### src/rtl/pipelined_carry_skip_adder.sv
// Pipelined carry-skip adder/subtractor: one skip block per pipeline stage,
// with a valid/ready handshake through the stages and a registered result.
module pipelined_carry_skip_adder #(
    parameter int WIDTH = 16,
    parameter int BLK   = 4
) (
    input  logic                 clk,
    input  logic                 rst_n,
    input  logic                 in_valid,
    output logic                 in_ready,
    input  logic [WIDTH-1:0]     a,
    input  logic [WIDTH-1:0]     b,
    input  logic                 c_in,
    input  logic                 sub,
    output logic                 out_valid,
    input  logic                 out_ready,
    output logic [WIDTH-1:0]     sum,
    output logic                 c_out,
    output logic                 overflow,
    output logic [WIDTH/BLK-1:0] bypass
);

    localparam int NBLK = WIDTH / BLK;

    logic [NBLK-1:0]  v_q;
    logic [WIDTH-1:0] a_q   [NBLK];
    logic [WIDTH-1:0] b_q   [NBLK];
    logic [WIDTH-1:0] s_q   [NBLK];
    logic [NBLK-1:0]  byp_q [NBLK];
    logic [NBLK-1:0]  c_q;
    logic             cmsb_q;

    logic [WIDTH-1:0] src_a   [NBLK];
    logic [WIDTH-1:0] src_b   [NBLK];
    logic [WIDTH-1:0] src_s   [NBLK];
    logic [NBLK-1:0]  src_byp [NBLK];
    logic [NBLK-1:0]  src_c;
    logic [NBLK-1:0]  src_v;

    logic [BLK-1:0]   p     [NBLK];
    logic [BLK:0]     rc    [NBLK];
    logic [WIDTH-1:0] s_n   [NBLK];
    logic [NBLK-1:0]  byp_n [NBLK];
    logic [NBLK-1:0]  c_n;
    logic             cmsb_n;

    logic [NBLK-1:0]  rdy;
    logic [NBLK-1:0]  adv;

    // Stage i sees either the live operands (i = 0) or the previous stage's
    // registers, and resolves exactly one skip block.
    always_comb begin
        src_c = '0;
        src_v = '0;
        c_n   = '0;
        src_a[0]   = a;
        src_b[0]   = sub ? ~b : b;
        src_s[0]   = '0;
        src_byp[0] = '0;
        src_c[0]   = sub | c_in;
        src_v[0]   = in_valid;
        for (int i = 1; i < NBLK; i++) begin
            src_a[i]   = a_q[i-1];
            src_b[i]   = b_q[i-1];
            src_s[i]   = s_q[i-1];
            src_byp[i] = byp_q[i-1];
            src_c[i]   = c_q[i-1];
            src_v[i]   = v_q[i-1];
        end
        for (int i = 0; i < NBLK; i++) begin
            p[i]     = src_a[i][i*BLK +: BLK] ^ src_b[i][i*BLK +: BLK];
            rc[i][0] = src_c[i];
            for (int k = 0; k < BLK; k++) begin
                rc[i][k+1] = (src_a[i][i*BLK+k] & src_b[i][i*BLK+k]) | (p[i][k] & rc[i][k]);
            end
            s_n[i] = src_s[i];
            s_n[i][i*BLK +: BLK] = p[i] ^ rc[i][BLK-1:0];
            byp_n[i]    = src_byp[i];
            byp_n[i][i] = &p[i];
            c_n[i] = byp_n[i][i] ? src_c[i] : rc[i][BLK];
        end
        cmsb_n = rc[NBLK-1][BLK-1];
    end

    // A stage may accept when empty or when everything downstream can move.
    always_comb begin : ready_chain
        logic chain;
        rdy   = '0;
        chain = out_ready;
        for (int i = NBLK - 1; i >= 0; i--) begin
            rdy[i] = chain;
            chain  = chain | ~v_q[i];
        end
    end

    assign adv      = ~v_q | rdy;
    assign in_ready = rst_n & adv[0];

    always_ff @(posedge clk or negedge rst_n) begin
        if (!rst_n) begin
            v_q    <= '0;
            c_q    <= '0;
            cmsb_q <= 1'b0;
            for (int i = 0; i < NBLK; i++) begin
                a_q[i]   <= '0;
                b_q[i]   <= '0;
                s_q[i]   <= '0;
                byp_q[i] <= '0;
            end
        end else begin
            for (int i = 0; i < NBLK; i++) begin
                if (adv[i]) begin
                    v_q[i] <= src_v[i];
                    if (src_v[i]) begin
                        a_q[i]   <= src_a[i];
                        b_q[i]   <= src_b[i];
                        s_q[i]   <= s_n[i];
                        byp_q[i] <= byp_n[i];
                        c_q[i]   <= c_n[i];
                    end
                end
            end
            if (adv[NBLK-1] && src_v[NBLK-1]) begin
                cmsb_q <= cmsb_n;
            end
        end
    end

    assign out_valid = v_q[NBLK-1];
    assign sum       = s_q[NBLK-1];
    assign c_out     = c_q[NBLK-1];
    assign overflow  = cmsb_q ^ c_q[NBLK-1];
    assign bypass    = byp_q[NBLK-1];

endmodule

### config.mk
export PLATFORM = sky130hd
export DESIGN_NAME = pipelined_carry_skip_adder
export DESIGN_NICKNAME = d
export VERILOG_FILES = /design/src/rtl/pipelined_carry_skip_adder.sv
export SDC_FILE = /design/constraint.sdc
export NUM_CORES = 1
export LEC_CHECK = 0
export CORE_MARGIN = 2
export CORE_UTILIZATION = 53
export CTS_BUF_LIST = sky130_fd_sc_hd__clkbuf_2
export DETAILED_ROUTE_END_ITERATION = 8
export PLACE_DENSITY = 0.82
export SETUP_SLACK_MARGIN = 0.1
export SLEW_MARGIN = 20
export SYNTH_ARGS = -nofsm -noshare
export SYNTH_HDL_FRONTEND = slang
export SYNTH_SLANG_ARGS = --single-unit
### constraint.sdc
create_clock -name clk -period 4 [get_ports clk]
set_input_delay 0.4 -clock clk [delete_from_list [all_inputs] [get_ports clk]]
set_output_delay 0.4 -clock clk [all_outputs]
set_load 0.005 [all_outputs]
# Word level (Yosys, flattened, before mapping)
# Index checks and enable logic that the tools add are counted.
[word_totals]
in_bits = 38
reg_bits = 155
output_inout_bits = 24
wordCells = 105
[classes]
muxes = 5
n_reduce_logical = 9
bitwise = 68
[ops]
columns = ["cell", "count"]
rows = [
  ["AND 1 bit", 33],
  ["XOR 4 bit", 8],
  ["OR 1 bit", 20],
  ["two-way mux 16 bit", 1],
  ["inverter 16 bit", 1],
  ["AND reduction 4 bit", 4],
  ["AND reduction 2 bit", 4],
  ["two-way mux 1 bit", 4],
  ["inverter 4 bit", 1],
  ["OR 4 bit", 1],
  ["inverter 1 bit", 3],
  ["logical AND 1 bit", 1],
  ["XOR 1 bit", 1],
]

# Logic depth before layout (Yosys ltp)
[depth]
word_depth = 12
mapped_depth = 11
mapped_depth_nobuf = 10

# Worst setup path before layout
# OpenSTA, ideal clock, no wires.
[synth_timing]
path_kind = "input to register"
start = "in sub"
end = "reg s_q (netlist bit s_n[35])"
t_arrival_ps = 2773
n_path_buf = 2
path_slack_ps = 1102
t_required_ps = 3875
path_stages = 10
setup_time_ps = 125
path_cell_list = "buf_2 -> buf_2 -> xor2_1 -> fa_1 -> inv_1 -> fa_1 -> fa_1 -> inv_1 -> fa_1 -> mux2_2"
[synth_rtl]
columns = ["item", "line", "text"]
rows = [
  ["from (decl)", "14", "input logic sub,"],
  ["to (signal, indexed assignment)", "117", "s_q[i] <= s_n[i];"],
  ["to (decl)", "28", "logic [WIDTH-1:0] s_q [NBLK];"],
]

==> impl_metrics.toml <==
[floorplan]
ios = 62
coreArea_um2 = 9153
start_util = 0.5389
chipHeight_um = 100.5
die_area_um2 = 10090
die_x_um = 100.5
rows = 35

[timing]
setup_ws_ps = 1348
post-route-min-period_ps = 2652
max_slew_margin = 0.3629
slew_violations = 0
finalClockSkew_ps = 22.90
fin_crit_sh = 0.6629
setup_viol = 0
fin_tns_setup_ps = 0
hold_violations = 0
worstMarginPinSlew_ps = 953.4
rsz0062_at_grt = "false"
fmax_ghz = 0.3771

[placement]
dp_hpwl_um = 5571
portBuffers = 61
place_ws_ps = 768.7
place_congestion = 0.7855

[clock_tree]
numClockSinks = 107
cts_resized = 0
cts_setup_buffers = 0
clockBufferDepth = 2
hold_buffers = 1
cts_max_level = 3
cts-buffers-inserted = 9
cts_tree = "yes"
clock_latency_ps = 540
cts.clk_slew.worst_paths_ps = 270
cts_root_buf = "clkbuf_2"

[setup_path]
crit_type = "in -> reg"
critical_path_peak_fanout = 6
cp.required_ps = 4450
worstPathArrival_ps = 3110
end_kind = "flip-flop"
cp-start-kind = "input pin"

[synth]
yosysSeqAreaShare = 0.5429
synthCells = 336
syn_nets = 406
syn_avg_cell_area_um2 = 14.68
synth-warning-count = 0
synthFlopType = "dfrtp_1"
synthesis.area_um2 = 4932
synth_enable_flop_cells = 0
synth-async-reset-ratio = 1.000
synth.distinct_cells = 28
synth_seq_cells = 107

[route]
wl_per_cell_um = 14.91
via_per_inst = 5.126
drtPass1Iterations = 5
drt_first_iter_violations = 72
drc = 0
antenna_left = 0
vias = 2650
wl_um = 7708

[grt]
grt_max_degree = 70
grt_pass1_vias = 2893
grt_antenna_before_repair = 0
track_usage = 0.1705
grt_overflow = 0
grt_pass1_wl_um = 13380

[power_and_ir_drop]
leakage_nw = 2.635
ir_drop_v = 0.0002576
powerDensity_nw_per_um2 = 570.7

[layout]
diodes = 0
layout_commonest_cell = "dfrtp_1"
fin_nets = 471
drive_gt1_frac = 0.2709
area_delta_synth_final_pct = 15.78
most-common-layout-cells = "107 x dfrtp_1, 82 x mux2_2, 60 x clkdlybuf4s50_1"

[run]
cap_violations = 0

[hold_path]
hold_path_class = "in -> async"

[outcome]
status = "complete, no violations"
## synthesized netlist by cell type, types with 2 or more instances
cell type	instances	area (um^2)
dfrtp_1	107	2678
mux2_2	82	923.4
inv_1	39	146.4
fa_1	16	320.3
ha_1	16	200.2
mux2i_1	15	150.1
xor2_1	15	131.4
buf_6	5	56.30
buf_2	4	20.02
mux2_4	4	60.06
nand2_1	4	15.01
nand2b_1	4	25.02
o21ai_0	4	20.02
nand4_1	3	18.77
buf_4	2	15.01
mux2_1	2	22.52
or2_2	2	12.51
xnor2_1	2	17.52
## sequential cells by signal, indices dropped and copies added (netlist names)
name    cells
b_q        24
bypass      4
s_n        24
v_q         4
c_q         4
byp_n       6
a_q        24
sum        16
cmsb_q      1
## area by class of cell
cell class,instances,area [um^2]
fill,731,3442
sequential,107,2678
multi-input combinational,179,2017
timing repair buffer,65,640.6
inverter,39,146.4
tap,111,138.9
clock buffer,9,45.04
clock inverter,7,45.04
## worst max-delay path, stage by stage
cell and delay, ps:
clkdlybuf4s50_1 620, xor2_1 290, fa_1 220, inv_1 50, fa_1 390, fa_1 390
inv_1 80, fa_1 400, mux2_2 260
## stage by stage
step	util	total power, mW	instances	cell area [um^2]	hold slack (ps)
6_report	0.6239	3.259	517	5710	314.8
5_1_grt	0.6239	3.520	517	5710	324.0
4_1_cts	0.6239	3.307	517	5710	303.7
3_5_place_dp	0.6130	2.899	500	5610	407.1
3_3_place_gp	0.6130	2.821	500	5610	397.2
2_1_floorplan	-	2.388	336	4932	104.4
## cells by family after synthesis
family | synth area share
multiplexers | 0.2344
AND/OR/NAND/NOR | 0.02867
flip-flops | 0.5429
XOR/XNOR | 0.03019
adder cells (fa/ha/maj) | 0.1055
AO/OA/AOI/OAI | 0.01015
buffers and inverters | 0.04820
## path summary, 6_finish.rpt
path,cells after the start,to,from,slack (ps)
min in group clk,2,a_q[57]$_DFFE_PN0P_,a[9],440
worst max register to register,9,sum[15]$_DFFE_PN0P_,a_q[28]$_DFFE_PN0P_,1610
max in group asynchronous,3,a_q[30]$_DFFE_PN0P_,rst_n,2450
worst min register to register,1,b_q[47]$_DFFE_PN0P_,b_q[63]$_DFFE_PN0P_,520
worst max-delay path,9,s_n[35]$_DFFE_PN0P_,sub,1350
worst min-delay path,2,s_n[2]$_DFFE_PN0P_,rst_n,310
## routing by layer
| metal | track usage | part of all wire | up-vias |
|---|---|---|---|
| li1 | - | - | 1228 |
| met1 | 0.2166 | 0.43 | 1355 |
| met2 | 0.2865 | 0.52 | 49 |
| met3 | 0.02705 | 0.030 | 18 |
| met4 | 0.08430 | 0.025 | 0 |
| met5 | 0 | 0 | - |
## power by group
group	internal (mW)	total (mW)	leakage [nW]	switching (mW)
clock	0.0788	0.421	0.0530	0.342
sequential	1.47	1.70	1.26	0.234
combinational	0.706	1.14	1.32	0.433
No activity file was read; power rests on OpenSTA's default activity.
